$ cat config.mk
export PLATFORM = sky130hd
export DESIGN_NAME = ssp_apb_xfer_ctrl_flat
export DESIGN_NICKNAME = d
export VERILOG_FILES = /design/src/rtl/ssp_apb_xfer_ctrl_if.sv /design/src/rtl/ssp_apb_xfer_ctrl.sv /design/src/flat_wrapper.sv
export SDC_FILE = /design/constraint.sdc
export NUM_CORES = 1
export LEC_CHECK = 0
export CORE_UTILIZATION = 42
export CTS_CLUSTER_DIAMETER = 100
export DETAILED_ROUTE_END_ITERATION = 10
export PLACE_DENSITY_LB_ADDON = 0.1
export SLEW_MARGIN = 25
export SYNTH_ARGS = -nofsm -noshare
export SYNTH_HDL_FRONTEND = slang
export SYNTH_SLANG_ARGS = --single-unit
$ cat constraint.sdc
create_clock -name PCLK -period 2.9 [get_ports PCLK]
set_input_delay 0.29 -clock PCLK [delete_from_list [all_inputs] [get_ports PCLK]]
set_output_delay 0.29 -clock PCLK [all_outputs]
set_load 0.02 [all_outputs]
$ cat src/rtl/ssp_apb_xfer_ctrl_if.sv
// Bundles the client command/stream signals and the APB2 bus.
// The controller takes the master side and the client/SSP side takes the slave side.
interface ssp_apb_xfer_ctrl_if;
    logic        start;
    logic [4:0]  len;
    logic [15:0] cfg_cr0;
    logic [7:0]  cfg_cpsr;
    logic        cfg_lbm;
    logic [15:0] tx_data;
    logic        tx_valid;
    logic        tx_ready;
    logic [15:0] rx_data;
    logic        rx_valid;
    logic        busy;
    logic        done;
    logic        timeout_err;
    logic [9:0]  PADDR;
    logic        PSEL;
    logic        PENABLE;
    logic        PWRITE;
    logic [15:0] PWDATA;
    logic [15:0] PRDATA;

    modport master (
        input  start, len, cfg_cr0, cfg_cpsr, cfg_lbm, tx_data, tx_valid, PRDATA,
        output tx_ready, rx_data, rx_valid, busy, done, timeout_err,
               PADDR, PSEL, PENABLE, PWRITE, PWDATA
    );

    modport slave (
        output start, len, cfg_cr0, cfg_cpsr, cfg_lbm, tx_data, tx_valid, PRDATA,
        input  tx_ready, rx_data, rx_valid, busy, done, timeout_err,
               PADDR, PSEL, PENABLE, PWRITE, PWDATA
    );
endinterface

$ cat src/rtl/ssp_apb_xfer_ctrl.sv
// APB2 master that configures a PL022 SSP and moves one burst of 1..16 frames
// through it, reporting completion with done or timeout_err.
module ssp_apb_xfer_ctrl #(
    parameter int MAX_WORDS  = 16,
    parameter int POLL_LIMIT = 255,
    parameter int FIFO_DEPTH = 8
) (
    input  logic               PCLK,
    input  logic               PRESETn,
    ssp_apb_xfer_ctrl_if.master bus
);
    localparam logic [9:0] ADDR_CR0  = 10'd0;
    localparam logic [9:0] ADDR_CR1  = 10'd1;
    localparam logic [9:0] ADDR_DR   = 10'd2;
    localparam logic [9:0] ADDR_SR   = 10'd3;
    localparam logic [9:0] ADDR_CPSR = 10'd4;
    localparam logic [4:0] MAX_LEN   = 5'(MAX_WORDS);
    localparam logic [4:0] FIFO_LIM  = 5'(FIFO_DEPTH);
    localparam logic [7:0] POLL_LAST = 8'(POLL_LIMIT - 1);

    typedef enum logic [4:0] {
        S_IDLE,
        S_CR1_OFF_SETUP, S_CR1_OFF_ACCESS,
        S_CR0_SETUP,     S_CR0_ACCESS,
        S_CPSR_SETUP,    S_CPSR_ACCESS,
        S_CR1_ON_SETUP,  S_CR1_ON_ACCESS,
        S_POLL_SETUP,    S_POLL_ACCESS,
        S_DECIDE,
        S_RD_SETUP,      S_RD_ACCESS,
        S_WR_SETUP,      S_WR_ACCESS,
        S_FIN_SETUP,     S_FIN_ACCESS,
        S_DONE,
        S_ABORT_SETUP,   S_ABORT_ACCESS,
        S_ERR
    } state_t;

    state_t      state_reg, state_next;
    logic [4:0]  len_reg, tx_cnt_reg, rx_cnt_reg;
    logic [7:0]  poll_cnt_reg;
    logic [15:0] cr0_reg;
    logic [7:0]  cpsr_reg;
    logic        lbm_reg;
    logic        tnf_reg, rne_reg;
    logic [15:0] tx_word_reg;
    logic [15:0] rx_data_reg;
    logic        rx_valid_reg;

    logic [4:0]  in_flight;
    logic        rx_pending, tx_room;
    logic        tx_ready_c;
    logic        psel_c, penable_c, pwrite_c;
    logic [9:0]  paddr_c;
    logic [15:0] pwdata_c;

    assign in_flight  = tx_cnt_reg - rx_cnt_reg;
    assign rx_pending = (rx_cnt_reg < len_reg) && rne_reg;
    assign tx_room    = (tx_cnt_reg < len_reg) && tnf_reg && (in_flight < FIFO_LIM);

    always_ff @(posedge PCLK or negedge PRESETn) begin
        if (!PRESETn) begin
            state_reg <= S_IDLE;
        end else begin
            state_reg <= state_next;
        end
    end

    always_comb begin
        state_next = state_reg;
        tx_ready_c = 1'b0;
        case (state_reg)
            S_IDLE:           if (bus.start) state_next = (bus.len == 5'd0) ? S_DONE : S_CR1_OFF_SETUP;
            S_CR1_OFF_SETUP:  state_next = S_CR1_OFF_ACCESS;
            S_CR1_OFF_ACCESS: state_next = S_CR0_SETUP;
            S_CR0_SETUP:      state_next = S_CR0_ACCESS;
            S_CR0_ACCESS:     state_next = S_CPSR_SETUP;
            S_CPSR_SETUP:     state_next = S_CPSR_ACCESS;
            S_CPSR_ACCESS:    state_next = S_CR1_ON_SETUP;
            S_CR1_ON_SETUP:   state_next = S_CR1_ON_ACCESS;
            S_CR1_ON_ACCESS:  state_next = S_POLL_SETUP;
            S_POLL_SETUP:     state_next = S_POLL_ACCESS;
            S_POLL_ACCESS:    state_next = (poll_cnt_reg == POLL_LAST) ? S_ABORT_SETUP : S_DECIDE;
            S_DECIDE: begin
                // Draining RX first keeps the SSP receive FIFO from overflowing.
                if (rx_pending) begin
                    state_next = S_RD_SETUP;
                end else if (tx_room) begin
                    tx_ready_c = 1'b1;
                    state_next = bus.tx_valid ? S_WR_SETUP : S_POLL_SETUP;
                end else if (rx_cnt_reg == len_reg) begin
                    state_next = S_FIN_SETUP;
                end else begin
                    state_next = S_POLL_SETUP;
                end
            end
            S_RD_SETUP:       state_next = S_RD_ACCESS;
            S_RD_ACCESS:      state_next = S_POLL_SETUP;
            S_WR_SETUP:       state_next = S_WR_ACCESS;
            S_WR_ACCESS:      state_next = S_POLL_SETUP;
            S_FIN_SETUP:      state_next = S_FIN_ACCESS;
            S_FIN_ACCESS:     state_next = S_DONE;
            S_DONE:           state_next = S_IDLE;
            S_ABORT_SETUP:    state_next = S_ABORT_ACCESS;
            S_ABORT_ACCESS:   state_next = S_ERR;
            S_ERR:            state_next = S_IDLE;
            default:          state_next = S_IDLE;
        endcase
    end

    // APB outputs decode purely from state, so an asynchronous reset drops PSEL at once.
    always_comb begin
        psel_c    = 1'b0;
        pwrite_c  = 1'b0;
        paddr_c   = 10'd0;
        pwdata_c  = 16'd0;
        case (state_reg)
            S_CR1_OFF_SETUP, S_CR1_OFF_ACCESS, S_FIN_SETUP, S_FIN_ACCESS,
            S_ABORT_SETUP, S_ABORT_ACCESS: begin
                psel_c = 1'b1; pwrite_c = 1'b1; paddr_c = ADDR_CR1;
            end
            S_CR0_SETUP, S_CR0_ACCESS: begin
                psel_c = 1'b1; pwrite_c = 1'b1; paddr_c = ADDR_CR0; pwdata_c = cr0_reg;
            end
            S_CPSR_SETUP, S_CPSR_ACCESS: begin
                psel_c = 1'b1; pwrite_c = 1'b1; paddr_c = ADDR_CPSR; pwdata_c = {8'd0, cpsr_reg};
            end
            S_CR1_ON_SETUP, S_CR1_ON_ACCESS: begin
                psel_c = 1'b1; pwrite_c = 1'b1; paddr_c = ADDR_CR1; pwdata_c = {14'd0, 1'b1, lbm_reg};
            end
            S_POLL_SETUP, S_POLL_ACCESS: begin
                psel_c = 1'b1; paddr_c = ADDR_SR;
            end
            S_RD_SETUP, S_RD_ACCESS: begin
                psel_c = 1'b1; paddr_c = ADDR_DR;
            end
            S_WR_SETUP, S_WR_ACCESS: begin
                psel_c = 1'b1; pwrite_c = 1'b1; paddr_c = ADDR_DR; pwdata_c = tx_word_reg;
            end
            default: ;
        endcase
    end

    assign penable_c = (state_reg == S_CR1_OFF_ACCESS) || (state_reg == S_CR0_ACCESS) ||
                       (state_reg == S_CPSR_ACCESS)    || (state_reg == S_CR1_ON_ACCESS) ||
                       (state_reg == S_POLL_ACCESS)    || (state_reg == S_RD_ACCESS) ||
                       (state_reg == S_WR_ACCESS)      || (state_reg == S_FIN_ACCESS) ||
                       (state_reg == S_ABORT_ACCESS);

    always_ff @(posedge PCLK or negedge PRESETn) begin
        if (!PRESETn) begin
            len_reg      <= 5'd0;
            tx_cnt_reg   <= 5'd0;
            rx_cnt_reg   <= 5'd0;
            poll_cnt_reg <= 8'd0;
            cr0_reg      <= 16'd0;
            cpsr_reg     <= 8'd0;
            lbm_reg      <= 1'b0;
            tnf_reg      <= 1'b0;
            rne_reg      <= 1'b0;
            tx_word_reg  <= 16'd0;
            rx_data_reg  <= 16'd0;
            rx_valid_reg <= 1'b0;
        end else begin
            rx_valid_reg <= 1'b0;
            case (state_reg)
                S_IDLE: begin
                    if (bus.start) begin
                        len_reg      <= (bus.len > MAX_LEN) ? MAX_LEN : bus.len;
                        cr0_reg      <= bus.cfg_cr0;
                        cpsr_reg     <= bus.cfg_cpsr;
                        lbm_reg      <= bus.cfg_lbm;
                        tx_cnt_reg   <= 5'd0;
                        rx_cnt_reg   <= 5'd0;
                        poll_cnt_reg <= 8'd0;
                        tnf_reg      <= 1'b0;
                        rne_reg      <= 1'b0;
                    end
                end
                S_POLL_ACCESS: begin
                    tnf_reg      <= bus.PRDATA[1];
                    rne_reg      <= bus.PRDATA[2];
                    poll_cnt_reg <= poll_cnt_reg + 8'd1;
                end
                S_DECIDE: begin
                    if (state_next == S_RD_SETUP) begin
                        poll_cnt_reg <= 8'd0;
                    end else if (state_next == S_WR_SETUP) begin
                        poll_cnt_reg <= 8'd0;
                        tx_word_reg  <= bus.tx_data;
                        tx_cnt_reg   <= tx_cnt_reg + 5'd1;
                    end
                end
                S_RD_ACCESS: begin
                    rx_data_reg  <= bus.PRDATA;
                    rx_valid_reg <= 1'b1;
                    rx_cnt_reg   <= rx_cnt_reg + 5'd1;
                end
                default: ;
            endcase
        end
    end

    assign bus.PSEL        = psel_c;
    assign bus.PENABLE     = penable_c;
    assign bus.PWRITE      = pwrite_c;
    assign bus.PADDR       = paddr_c;
    assign bus.PWDATA      = pwdata_c;
    assign bus.tx_ready    = tx_ready_c;
    assign bus.rx_data     = rx_data_reg;
    assign bus.rx_valid    = rx_valid_reg;
    assign bus.busy        = (state_reg != S_IDLE);
    assign bus.done        = (state_reg == S_DONE);
    assign bus.timeout_err = (state_reg == S_ERR);
endmodule

$ cat src/flat_wrapper.sv
// flat-port wrapper written by rule: the top's interface ports become plain ports
module ssp_apb_xfer_ctrl_flat 
#(
    parameter int MAX_WORDS  = 16,
    parameter int POLL_LIMIT = 255,
    parameter int FIFO_DEPTH = 8
)
  (PCLK, PRESETn, bus_start, bus_len, bus_cfg_cr0, bus_cfg_cpsr, bus_cfg_lbm, bus_tx_data, bus_tx_valid, bus_PRDATA, bus_tx_ready, bus_rx_data, bus_rx_valid, bus_busy, bus_done, bus_timeout_err, bus_PADDR, bus_PSEL, bus_PENABLE, bus_PWRITE, bus_PWDATA);
  ssp_apb_xfer_ctrl_if bus_i ();
  input  logic PCLK;
  input  logic PRESETn;
  input wire logic [$bits(bus_i.start)-1:0] bus_start;
  input wire logic [$bits(bus_i.len)-1:0] bus_len;
  input wire logic [$bits(bus_i.cfg_cr0)-1:0] bus_cfg_cr0;
  input wire logic [$bits(bus_i.cfg_cpsr)-1:0] bus_cfg_cpsr;
  input wire logic [$bits(bus_i.cfg_lbm)-1:0] bus_cfg_lbm;
  input wire logic [$bits(bus_i.tx_data)-1:0] bus_tx_data;
  input wire logic [$bits(bus_i.tx_valid)-1:0] bus_tx_valid;
  input wire logic [$bits(bus_i.PRDATA)-1:0] bus_PRDATA;
  output wire logic [$bits(bus_i.tx_ready)-1:0] bus_tx_ready;
  output wire logic [$bits(bus_i.rx_data)-1:0] bus_rx_data;
  output wire logic [$bits(bus_i.rx_valid)-1:0] bus_rx_valid;
  output wire logic [$bits(bus_i.busy)-1:0] bus_busy;
  output wire logic [$bits(bus_i.done)-1:0] bus_done;
  output wire logic [$bits(bus_i.timeout_err)-1:0] bus_timeout_err;
  output wire logic [$bits(bus_i.PADDR)-1:0] bus_PADDR;
  output wire logic [$bits(bus_i.PSEL)-1:0] bus_PSEL;
  output wire logic [$bits(bus_i.PENABLE)-1:0] bus_PENABLE;
  output wire logic [$bits(bus_i.PWRITE)-1:0] bus_PWRITE;
  output wire logic [$bits(bus_i.PWDATA)-1:0] bus_PWDATA;
  assign bus_i.start = bus_start;
  assign bus_i.len = bus_len;
  assign bus_i.cfg_cr0 = bus_cfg_cr0;
  assign bus_i.cfg_cpsr = bus_cfg_cpsr;
  assign bus_i.cfg_lbm = bus_cfg_lbm;
  assign bus_i.tx_data = bus_tx_data;
  assign bus_i.tx_valid = bus_tx_valid;
  assign bus_i.PRDATA = bus_PRDATA;
  assign bus_tx_ready = bus_i.tx_ready;
  assign bus_rx_data = bus_i.rx_data;
  assign bus_rx_valid = bus_i.rx_valid;
  assign bus_busy = bus_i.busy;
  assign bus_done = bus_i.done;
  assign bus_timeout_err = bus_i.timeout_err;
  assign bus_PADDR = bus_i.PADDR;
  assign bus_PSEL = bus_i.PSEL;
  assign bus_PENABLE = bus_i.PENABLE;
  assign bus_PWRITE = bus_i.PWRITE;
  assign bus_PWDATA = bus_i.PWDATA;
  ssp_apb_xfer_ctrl #(.MAX_WORDS(MAX_WORDS), .POLL_LIMIT(POLL_LIMIT), .FIFO_DEPTH(FIFO_DEPTH)) u_core (.PCLK(PCLK), .PRESETn(PRESETn), .bus(bus_i));
endmodule
==> metrics.yaml <==
pwr:
  p_leak_nw: 2.92
  switching_share: 0.391
  p_switching_w: 0.00240
  internal_power_w: 0.00374
  combPwrFrac: 0.478
  clkPwrFrac: 0.175
  seqPwrFrac: 0.347
  ir_drop_mv: 0.505
  cellPowerDensity_mw_per_mm2: 977
  total_power_w: 0.00614
route:
  drc_errors: 0
  first_iter_violations: 269
  wl_per_cell_um: 15.0
  dr.pass1.iters: 4
  drt-total-wl_um: 11300
  vias: 3960
  viasPerCell: 5.23
  ant_nets: 0
cts:
  clock_path_buffers: 2
  cts.sinks: 88
  cts_root_buffer: "clkbuf_16"
  clk_pin_slew_ns: 0.06
  cts_buffers: 9
  htreeDepth: 3
  cts_tree: "built"
  insertion_delay_ns: 0.34
  cts_setup_buffers: 0
yosys:
  synthCells: 502
  yosysSeqAreaShare: 0.464
  synth_edf_count: 0
  yosysUniqueCellTypes: 61
  synth.area.top_cells: "dfrtp_1, nand2_1, mux2_2"
  synth-main-ff-cell: "dfrtp_1"
  yosys.area.top_type: "dfrtp_1"
  synth-seq-cells: 88
  synth_area_sq_mm: 0.00474
  synth.avg_cell_area_sq_um: 9.45
  ys_warn_count: 0
  synth-async-reset-ratio: 1.00
  synth_top_area_frac: 0.464
worst_setup_path:
  cp.arrival_ns: 2.44
  cp_slowest_cell: "clkdlybuf4s50_1"
  crit_fanout: 10
  path_cells: "nand2b_1, nor3_1, a31oi_1, or2_2, nand2_1, a221o_1, clkdlybuf4s50_1"
  end_kind: "output port"
  reg2reg_depth: 8
  worstPathRequired_ns: 2.61
  regToRegSetupSlack_ns: 0.34
  r2r_start: "u_core.rx_cnt_reg[2]$_DFFE_PN0P_"
  timing.rr.end: "u_core.tx_word_reg[11]$_DFFE_PN0P_"
  critPathLaunch: "u_core.state_reg[2]$_DFF_PN0_"
  crit_path_max_incr_delay_ns: 0.62
  crit_end: "bus_PWDATA[1]"
  crit_type: "register to output port"
  cp-start-kind: "register"
die:
  initial_core_util: 0.434
  die_w_um: 108
  placementRows: 38
  core-area_sq_mm: 0.0109
  die_y_um: 108
  ios: 116
  die_area_sq_mm: 0.0117
timing:
  min_period_ns: 2.73
  finalClockSkew_ns: 0.00786
  tightest_slew_ns: 0.522
  tns_ns: 0
  fmax_mhz: 367
  slew_headroom: 0.648
  setup_viol: 0
  rsz0062_at_grt: "false"
  finalHoldViolations: 0
  slew_violations: 0
  finalCritPeriodShare: 0.940
hold_path:
  hold_class: "input port to async pin"
cells_and_area:
  area_growth_pct: 32.5
  final_common_cell: "nand2_1"
  fin_util: 0.575
  drive_above_1_share: 0.141
  layout_common_cells: "nand2_1, clkdlybuf4s50_1, dfrtp_1"
  nets: 694
  n_antenna_cell: 0
  final_cells: 757
  fillers: 990
placed_design:
  dp_cells: 740
  place_congestion: 0.855
  numPortBuffers: 108
  dp_hpwl_um: 7880
run:
  maxCapViolCount: 0
grt:
  grt_pass1_vias: 3919
  grt_usage: 0.204
  grt-ovfl-total: 0
  grt_max_degree: 87
  antenna_found_initial: 0
  grt_pass1_wl_um: 18600
status:
  status: "finished clean"
-- worst min-delay path by stage --
| stage | slack [ns] | endpoint | cells past startpoint | startpoint |
|---|---|---|---|---|
| after floorplan | -0.006 | u_core.bus.rx_data[0]$_DFFE_PN0P_ | 0 | PRESETn |
| after global placement | 0.09 | u_core.tx_word_reg[13]$_DFFE_PN0P_ | 1 | PRESETn |
| after detailed placement | 0.09 | u_core.tx_word_reg[14]$_DFFE_PN0P_ | 1 | PRESETn |
| after CTS | 0.27 | u_core.tx_word_reg[13]$_DFFE_PN0P_ | 2 | PRESETn |
| after global routing | 0.27 | u_core.tx_word_reg[14]$_DFFE_PN0P_ | 2 | PRESETn |
| final | 0.28 | u_core.tx_word_reg[13]$_DFFE_PN0P_ | 2 | PRESETn |
-- layout make-up --
| cell class | count | area (sq um) | area share |
|---|---|---|---|
| Sequential cell | 88 | 2210 | 0.351 |
| Tap cell | 140 | 175 | 0.0279 |
| Multi-Input combinational cell | 362 | 2290 | 0.365 |
| Clock buffer | 10 | 229 | 0.0364 |
| Timing Repair Buffer | 129 | 1250 | 0.199 |
| Clock inverter | 6 | 43.8 | 0.00697 |
| Inverter | 22 | 82.6 | 0.0131 |
-- layer usage --
layer	GRT usage	up-vias	part of all wire
li1	-	1953	-
met1	0.261	1901	0.45
met2	0.331	97	0.48
met3	0.0549	9	0.057
met4	0.0772	0	0.012
met5	0	-	0
-- critical path, delay by kind of cell (launching register included) --
kind,cells,cell delay (ns)
AO/OA/AOI/OAI,2,0.16
buffers and inverters,1,0.62
flip-flops,1,0.47
AND/OR/NAND/NOR,4,0.84
-- power groups by stage --
stage	combinational [W]	clock, W	sequential (W)
after floorplan	0.00184	0	0.00213
after global placement	0.00290	0	0.00213
after detailed placement	0.00294	0	0.00215
after CTS	0.00296	0.00111	0.00213
after global routing	0.00325	0.00116	0.00221
final	0.00293	0.00107	0.00213
-- cell usage after synthesis, drive strengths merged (2+ instances only) --
cell and n:
a222oi 7, nor2b 8, o31a 2, buf 18, a21o 3, nand2b 4
a31oi 6, o211ai 2, clkbuf 18, nor2 28, and2 3, a31o 2
inv 22, and4 2, nand2 109, xnor2 4, o21ai 26, ha 16
nor3 7, and3 11, a21oi 19, nand4b 2, o221ai 4, nand3b 5
o31ai 2, a221o 2, mux2 32, nand3 18, nand4 5, dfrtp 88
mux2i 2, a22o 9
-- cells by family after synthesis --
kind of cell	count (synthesis)	synth area share
adders and majority gates	16	0.0422
buffers and inverters	58	0.0588
DFF	88	0.464
AOI/OAI and AO/OA	94	0.134
and+or+nand+nor	206	0.204
other	1	0.000790
xor gates and xnor gates	5	0.00923
muxes	34	0.0865
-- through the flow --
stage / area, sq um / hold slack (ns) / setup slack (ns)
2_1_floorplan: 4770 / -0.00559 / 0.584
5_1_grt: 6280 / 0.267 / 0.00342
6_report: 6280 / 0.277 / 0.173
3_3_place_gp: 5990 / 0.0868 / 0.372
4_1_cts: 6280 / 0.267 / 0.0646
3_5_place_dp: 5990 / 0.0882 / 0.317
-- what timing repair did --
| action | CTS | global route |
|---|---|---|
| resized for setup | 2 | 5 |
| setup endpoints to repair | 3 | 7 |
| hold endpoints to repair | 2 | 0 |
| hold buffers | 1 | 0 |
Note: power is estimated with default switching activity, not from simulation.
